[src/rtl/uart_pkg.sv]
// Shared UART types and defaults for the transmit and receive sides.
package uart_pkg;

   typedef enum logic [2:0] {
      IDLE,
      START,
      DATA,
      PARITY,
      STOP
   } tx_state_t;

   localparam logic UART_IDLE_LVL = 1'b1;
   localparam int   UART_DATA_W   = 8;
   localparam int   UART_BAUD_DIV = 434;

endpackage

[src/rtl/uart_tx_engine_baud_gen.sv]
// Bit-period counter: counts 0..BAUD_DIV-1 and flags the last cycle of each bit.
module uart_baud_gen
   import uart_pkg::*;
#(
   parameter int BAUD_DIV = UART_BAUD_DIV
) (
   input  logic clk,
   input  logic rst_n,
   input  logic reload,
   output logic bit_end
);

   localparam int CW = $clog2(BAUD_DIV);
   localparam logic [CW-1:0] LAST = CW'(BAUD_DIV - 1);

   logic [CW-1:0] cnt_q;
   logic [CW-1:0] cnt_d;

   assign bit_end = (cnt_q == LAST);

   always_comb begin
      cnt_d = cnt_q + CW'(1);
      if (reload || bit_end) begin
         cnt_d = '0;
      end
   end

   always_ff @(posedge clk or negedge rst_n) begin
      if (!rst_n) begin
         cnt_q <= '0;
      end else begin
         cnt_q <= cnt_d;
      end
   end

endmodule

[src/rtl/uart_tx_engine.sv]
// Buffered 8N1 serial transmitter with sticky overflow.
// Optional even parity bit when UART_TX_PARITY_EN is defined.
module uart_tx_engine
   import uart_pkg::*;
#(
   parameter int DATA_W     = UART_DATA_W,
   parameter int FIFO_DEPTH = 4,
   parameter int BAUD_DIV   = UART_BAUD_DIV
) (
   input  logic                          clk,
   input  logic                          rst_n,
   input  logic                          wr_strobe,
   input  logic [DATA_W-1:0]             wr_data,
   input  logic                          ovf_clr,
   output logic                          tx,
   output logic                          tx_busy,
   output logic                          tx_done,
   output logic                          fifo_full,
   output logic                          fifo_empty,
   output logic [$clog2(FIFO_DEPTH):0]   fifo_count,
   output logic                          overflow
);

   localparam int PTR_W = $clog2(FIFO_DEPTH);
   localparam int CNT_W = PTR_W + 1;
   localparam int BIT_W = $clog2(DATA_W);
   localparam logic [BIT_W-1:0] LAST_BIT = BIT_W'(DATA_W - 1);
   localparam logic [CNT_W-1:0] DEPTH_C = CNT_W'(FIFO_DEPTH);

   tx_state_t state_q, state_d;
   logic [DATA_W-1:0] shift_q, shift_d;
   logic [BIT_W-1:0]  idx_q, idx_d;
   logic              tx_q, tx_d;
   logic [DATA_W-1:0] mem_q [FIFO_DEPTH];
   logic [DATA_W-1:0] mem_d [FIFO_DEPTH];
   logic [PTR_W-1:0]  wr_ptr_q, wr_ptr_d;
   logic [PTR_W-1:0]  rd_ptr_q, rd_ptr_d;
   logic [CNT_W-1:0]  cnt_q, cnt_d;
   logic              ovf_q, ovf_d;
`ifdef UART_TX_PARITY_EN
   logic              par_q, par_d;
`endif

   logic              pop;
   logic              push;
   logic              drop;
   logic              full;
   logic              empty;
   logic              bit_end;
   logic              reload;
   logic [DATA_W-1:0] head;

   assign full  = (cnt_q == DEPTH_C);
   assign empty = (cnt_q == '0);
   assign head  = mem_q[rd_ptr_q];

   // Counter restarts on every state change and is held at zero while idle.
   assign reload = (state_q == IDLE) || (state_d != state_q);

   uart_baud_gen #(
      .BAUD_DIV (BAUD_DIV)
   ) u_baud (
      .clk     (clk),
      .rst_n   (rst_n),
      .reload  (reload),
      .bit_end (bit_end)
   );

   always_comb begin
      state_d = state_q;
      shift_d = shift_q;
      idx_d   = idx_q;
      pop     = 1'b0;
`ifdef UART_TX_PARITY_EN
      par_d   = par_q;
`endif
      unique case (state_q)
         IDLE: begin
            if (!empty) begin
               pop     = 1'b1;
               shift_d = head;
               state_d = START;
            end
         end
         START: begin
            if (bit_end) begin
               state_d = DATA;
               idx_d   = '0;
            end
         end
         DATA: begin
            if (bit_end) begin
               if (idx_q == LAST_BIT) begin
`ifdef UART_TX_PARITY_EN
                  state_d = PARITY;
`else
                  state_d = STOP;
`endif
               end else begin
                  idx_d   = idx_q + BIT_W'(1);
                  shift_d = shift_q >> 1;
               end
            end
         end
         PARITY: begin
            if (bit_end) begin
               state_d = STOP;
            end
         end
         STOP: begin
            if (bit_end) begin
               if (!empty) begin
                  pop     = 1'b1;
                  shift_d = head;
                  state_d = START;
               end else begin
                  state_d = IDLE;
               end
            end
         end
         default: state_d = IDLE;
      endcase
`ifdef UART_TX_PARITY_EN
      if (pop) begin
         par_d = ^head;
      end
`endif
      // Line level follows the state being entered so tx stays a clean flop.
      unique case (state_d)
         START:   tx_d = ~UART_IDLE_LVL;
         DATA:    tx_d = shift_d[0];
`ifdef UART_TX_PARITY_EN
         PARITY:  tx_d = par_d;
`endif
         default: tx_d = UART_IDLE_LVL;
      endcase
   end

   always_comb begin
      push     = wr_strobe && (!full || pop);
      drop     = wr_strobe && full && !pop;
      mem_d    = mem_q;
      if (push) begin
         mem_d[wr_ptr_q] = wr_data;
      end
      wr_ptr_d = wr_ptr_q + PTR_W'(push);
      rd_ptr_d = rd_ptr_q + PTR_W'(pop);
      cnt_d    = cnt_q + CNT_W'(push) - CNT_W'(pop);
      ovf_d    = ovf_q;
      if (drop) begin
         ovf_d = 1'b1;
      end else if (ovf_clr) begin
         ovf_d = 1'b0;
      end
   end

   always_ff @(posedge clk or negedge rst_n) begin
      if (!rst_n) begin
         state_q  <= IDLE;
         shift_q  <= '0;
         idx_q    <= '0;
         tx_q     <= UART_IDLE_LVL;
         mem_q    <= '{default: '0};
         wr_ptr_q <= '0;
         rd_ptr_q <= '0;
         cnt_q    <= '0;
         ovf_q    <= 1'b0;
`ifdef UART_TX_PARITY_EN
         par_q    <= 1'b0;
`endif
      end else begin
         state_q  <= state_d;
         shift_q  <= shift_d;
         idx_q    <= idx_d;
         tx_q     <= tx_d;
         mem_q    <= mem_d;
         wr_ptr_q <= wr_ptr_d;
         rd_ptr_q <= rd_ptr_d;
         cnt_q    <= cnt_d;
         ovf_q    <= ovf_d;
`ifdef UART_TX_PARITY_EN
         par_q    <= par_d;
`endif
      end
   end

   assign tx         = tx_q;
   assign tx_busy    = (state_q != IDLE);
   assign tx_done    = (state_q == STOP) && bit_end;
   assign fifo_full  = full;
   assign fifo_empty = empty;
   assign fifo_count = cnt_q;
   assign overflow   = ovf_q;

endmodule

[config.mk]
export PLATFORM = sky130hd
export DESIGN_NAME = uart_tx_engine
export DESIGN_NICKNAME = d
export VERILOG_FILES = /design/src/rtl/uart_pkg.sv /design/src/rtl/uart_tx_engine_baud_gen.sv /design/src/rtl/uart_tx_engine.sv
export SDC_FILE = /design/constraint.sdc
export NUM_CORES = 1
export LEC_CHECK = 0
export ABC_AREA = 1
export CAP_MARGIN = 20
export CORE_MARGIN = 2
export CORE_UTILIZATION = 55
export DETAILED_ROUTE_END_ITERATION = 8
export PLACE_DENSITY = 0.79
export SLEW_MARGIN = 10
export SYNTH_ARGS = -nofsm -noshare
export SYNTH_HDL_FRONTEND = slang
export SYNTH_SLANG_ARGS = --single-unit
export TNS_END_PERCENT = 50
[constraint.sdc]
create_clock -name clk -period 3.3 [get_ports clk]
set_input_delay 0.99 -clock clk [delete_from_list [all_inputs] [get_ports clk]]
set_output_delay 0.99 -clock clk [all_outputs]
set_load 0.01 [all_outputs]
# After elaboration in Yosys (flattened, before gate mapping)
# Cells that the tools add are included.
dict set report totals {
  reg_bits 64
  output_inout_bits 9
  input_bits 12
  elab_cells 87
}
dict set report op_classes {
  n_reduce_logical 18
  bitwise 2
  n_eq_ne 14
  order_cmp 3
  addsub 6
  muxes 30
}
# op count
set ops {}
lappend ops {{8-bit two-way mux} 7}
lappend ops {{32-bit bitwise mux} 1}
lappend ops {{3-bit two-way mux} 9}
lappend ops {{8-bit one-hot mux with 3 select lines} 1}
lappend ops {{8-bit binary-select mux with 2-bit select} 1}
lappend ops {{8-bit demux with 2-bit select} 1}
lappend ops {{3-bit one-hot mux with 5 select lines} 1}
lappend ops {{9-bit by 1-bit adder with 9-bit output, second input constant} 1}
lappend ops {{3-bit by 2-bit equality test with 1-bit output, second input constant} 3}
lappend ops {{3-bit equality test, second input constant} 3}
lappend ops {{9-bit equality test, second input constant} 1}
lappend ops {{9-bit two-way mux} 1}
lappend ops {{2-bit inequality test, second input constant} 4}
lappend ops {{4-bit AND reduction} 2}
lappend ops {{3-bit by 1-bit equality test with 1-bit output, second input constant} 2}
lappend ops {{3-bit greater-or-equal comparator, second input constant} 2}
lappend ops {{3-bit zero test} 2}
lappend ops {{2-bit NOT with 3-bit output} 2}
lappend ops {{3-bit one-hot mux with 2 select lines} 1}
lappend ops {{3-bit nonzero test} 2}
lappend ops {{1-bit logical AND} 5}
lappend ops {{1-bit two-way mux} 5}
lappend ops {{2-bit by 1-bit adder with 2-bit output} 2}
lappend ops {{1-bit one-hot mux with 2 select lines} 2}
lappend ops {{other kinds (8)} 12}

# Depth between registers and ports, before layout
dict set report logic_depth {
  depth_word 8
  depth_mapped 15
  mapped_depth_nobuf 15
}

# Hierarchy
# A second synthesis with hierarchy kept.
dict set report unflattened {
  hier_cells 397
  area_unflattened_um2 3274.4
}
# module instances area_each_um2 seq_area_each_um2 cells_each
set modules_own_cells {}
lappend modules_own_cells {uart_tx_engine 1 2771.4 1377.6 329}
lappend modules_own_cells {uart_baud_gen 1 503.0 225.2 68}

# Worst setup path before layout
# Ideal clock, no wire load.
dict set report synth_timing {
  path_type {input -> register}
  start {input port wr_strobe}
  end {register cnt_q[2], in the netlist fifo_count[2]}
  path_stages 8
  path_slack_ns 0.512
  t_arrival_ns 2.666
  setup_ns 0.122
  cell_sequence {buf_1 > clkbuf_1 > nand2_1 > ha_1 > inv_1 > ha_1 > fa_1 > xnor2_1}
}
dict set report synth_between {
  elab_chain_len 3
}
# item line_no
set synth_rtl {}
lappend synth_rtl {{start: declaration} uart_tx_engine.sv:12} ;# input logic wr_strobe,
lappend synth_rtl {{1-bit logical AND} uart_tx_engine.sv:140} ;# push = wr_strobe && (!full || pop);
lappend synth_rtl {{3-bit by 1-bit adder with 3-bit output} uart_tx_engine.sv:148} ;# cnt_d = cnt_q + CNT_W'(push) - CNT_W'(pop);
lappend synth_rtl {{3-bit by 1-bit subtractor with 3-bit output} uart_tx_engine.sv:148}
lappend synth_rtl {{via cnt_d[2]} uart_tx_engine.sv:38} ;# logic [CNT_W-1:0] cnt_q, cnt_d;
lappend synth_rtl {{end signal: assignment} uart_tx_engine.sv:179} ;# cnt_q <= cnt_d;
lappend synth_rtl {{end: declaration} uart_tx_engine.sv:38}
# The timed path passes the listed nets, and every way through them passes these cells.
# A chain may end at the register's enable or synchronous reset.

# Final worst setup path
dict set report layout_timing {
  start {register u_baud.cnt_q[1]}
  end {output port tx_done}
}
dict set report layout_between {
  elab_chain_len 2
}
# item line_no
set layout_rtl {}
lappend layout_rtl {{start: declaration} uart_tx_engine_baud_gen.sv:16} ;# logic [CW-1:0] cnt_q;
lappend layout_rtl {{start signal: assignment} uart_tx_engine_baud_gen.sv:32} ;# cnt_q <= cnt_d;
lappend layout_rtl {{9-bit equality test} uart_tx_engine_baud_gen.sv:19} ;# assign bit_end = (cnt_q == LAST);
lappend layout_rtl {{1-bit logical AND} uart_tx_engine.sv:189} ;# assign tx_done = (state_q == STOP) && bit_end;
lappend layout_rtl {{end: declaration} uart_tx_engine.sv:17} ;# output logic tx_done,
# No other way between the ends.

==> results_dict.tcl <==
set metrics [dict create \
    via_count 2967 \
    p_per_area_nw_per_um2 677 \
    synth-seq-cells 64 \
    outcome "complete, no violations" \
    cts-root-buf "clkbuf_8" \
    period_share 0.942 \
    port_buffers 20 \
    synthTopCellsByArea "dfrtp_1 (46%), nand2_1 (15%), nand4_1 (6.4%), inv_1 (6.0%), nor2_1 (4.1%)" \
    final_layout_size_suffix_gt1_frac 0.0855 \
    peakVddDrop_uv 486 \
    cellLeakagePower_nw 1.98 \
    clk_latency_ns 0.34 \
    chipHeight_um 82.8 \
    final_cells 543 \
    synth.cell_area_um2 3420 \
    fp.dieArea_um2 6860 \
    hold_depth 2 \
    grt_pass1_vias 2977 \
    antenna_found_initial 0 \
    drtAntennaViolNets 0 \
    diodes 0 \
    arrival_ns 2.12 \
    drt-initial-drc-count 148 \
    r2r-start "u_baud.cnt_q[1]" \
    critPathCaptureType "output pin" \
    hp-class "reg2reg" \
    yosysUniqueCellTypes 32 \
    utilization 0.656 \
    finalSetupViolCount 0 \
    numCtsBuffers 9 \
    setup_tns_ns 0 \
    cts.clk_slew.worst_paths_ns 0.07 \
    fmax_mhz 322 \
    final_nets 484 \
    synth_async_sr_flop_share 1.00 \
    yosys_warnings 0 \
    area_growth_pct 14.3 \
    wl_um 7650 \
    r2r_end "fifo_count[2]" \
    worstMarginPinSlew_ns 0.698 \
    firstDrtPassIters 4 \
    grtUsageTotal 0.239 \
    cts_tree "built" \
    crit_type "reg2out" \
    hold_viol_final 0 \
    ys_seq_area_frac 0.469 \
    cap_viol_max_count 0 \
    skew_ns 0.00982 \
    dp.cells 525 \
    synth_edf_count 0 \
    drv_slew 0 \
    synth.largest_area_cell "dfrtp_1" \
    synth_top_cell_area_share 0.461 \
    vias_per_cell 5.46 \
    startpoint_type "flop" \
    overflow 0 \
    synthesis.instances 437 \
    period_needed_ns 3.11 \
    wire_per_inst_um 14.1 \
    min_to "mem_q[11]" \
    die_w_um 82.8 \
    syn_nets 458 \
    holdCritStartpoint "mem_q[11]" \
    grt_pass1_wl_um 13400 \
    htreeDepth 3 \
    r2r_slack_ns 0.75 \
    grt_max_degree 38 \
    rows 28 \
    avgSynthCellArea_um2 7.82 \
    cts.sinks 64 \
    cts_max_path_buffers 2 \
    r2r_cells 15 \
    dp_slack_ns 0.483 \
    slew_headroom 0.533 \
    cp.required_ns 2.31 \
    timing.hold.ws_ns 0.470 \
    core_um2 5960 \
    drc 0 \
    setup_ws_ns 0.190 \
    yosys_most_used_dff "dfrtp_1" \
    ios 21 \
    gp_congestion 0.869 \
    start_util 0.574 \
    rsz0062_at_grt "false" \
    dp.final_hpwl_um 5360 \
    crit_path_max_fanout 6 \
]
Yosys cell counts (2+ instances only):
master      n
nor3_4      2
dfrtp_1    63
nor2_2      3
inv_2       2
nor3_1      7
o21ai_0    20
nand3_2     4
buf_6       3
ha_1        8
nor2_1     37
nand3_1    22
buf_2       2
o22ai_1     5
nand4_1    35
nand2_2     3
clkbuf_1    6
xor2_1      5
nand2_1   139
a21oi_1     4
inv_1      55
registers in the layout, summed over array words and instances (netlist names):
| name | count |
|---|---|
| rd_ptr_q | 2 |
| wr_ptr_q | 2 |
| idx_q | 3 |
| fifo_count | 3 |
| tx | 1 |
| state_q | 3 |
| shift_q | 8 |
| overflow | 1 |
| mem_q | 32 |
| u_baud.cnt_q | 9 |
power breakdown:
group          internal [mW]  switching, mW  leakage, nW
clock                  0.446          0.295        0.108
sequential              1.00          0.132        0.813
combinational          0.294          0.474         1.06
total                   1.74          0.901         1.98
layer usage:
| layer | vias up | GRT usage | wire length (um) |
|---|---|---|---|
| met2 | 69 | 0.368 | 3590 |
| met3 | 21 | 0.0417 | 270 |
| met4 | 0 | 0.128 | 218 |
| met1 | 1407 | 0.322 | 3570 |
| li1 | 1470 | - | - |
| met5 | - | 0 | 0 |
worst max path at each step:
stage,from,endpoint,depth (start not counted)
3_5_place_dp,u_baud.cnt_q[1],tx_done,7
5_1_grt,u_baud.cnt_q[1],tx_done,7
3_3_place_gp,u_baud.cnt_q[1],tx_done,7
6_report,u_baud.cnt_q[1],tx_done,7
4_1_cts,u_baud.cnt_q[1],tx_done,7
2_1_floorplan,wr_strobe,fifo_count[2],8
final cells by class:
cell class	instances	area (um2)
fillers	543	2050
flip-flops and latches	64	1600
multi-input cells	303	1530
repair buffers	27	248
inverters	58	218
clock buffers	13	149
well taps	75	93.8
clock inverters	3	65.1
cells by family (layout without fill, tap and decap cells):
kind of cell | after synthesis | in the layout | share of synthesized area
AND/OR/NAND/NOR | 254 | 254 | 0.340
buffers and inverters | 70 | 101 | 0.0842
flip-flops | 64 | 64 | 0.469
AO/OA/AOI/OAI | 34 | 34 | 0.0564
adder cells (fa/ha/maj) | 9 | 9 | 0.0351
XOR/XNOR | 6 | 6 | 0.0154
repair_timing:
action | CTS | global route
buffers inserted | 0 | 2
setup endpoints to repair | 0 | 1
hold buffers | 0 | 0
resized for setup | 0 | 1
through the flow:
stage	instance area [um2]	power, mW
CTS	3890	2.66
floorplan	3420	1.66
global placement	3670	1.89
global route	3910	2.83
finish	3910	2.64
detailed placement	3670	1.92
cells in the final DEF, fill, tap and decap left out, types with 2 or more instances in the layout:
cell / instances
inv_2: 2
inv_1: 55
nor3_1: 7
dfrtp_1: 63
nand4_1: 35
a21oi_1: 4
xor2_1: 5
bufinv_16: 2
nand2_2: 4
clkdlybuf4s50_1: 19
buf_4: 7
o22ai_1: 5
nor2_1: 37
o21ai_0: 20
clkbuf_8: 10
nor3_4: 2
nand3_2: 4
nor2_2: 3
clkbuf_1: 3
nand2_1: 138
ha_1: 8
nand3_1: 22
critical path, cell delays in order (launching register included):
cell and delay (ns):
dfrtp_1 0.40, inv_1 0.06, ha_1 0.18, nand2_1 0.06, nor3_1 0.18, nand2_2 0.14, nor4_1 0.18, clkdlybuf4s50_1 0.58
Note: power is estimated with default switching activity, not from simulation.
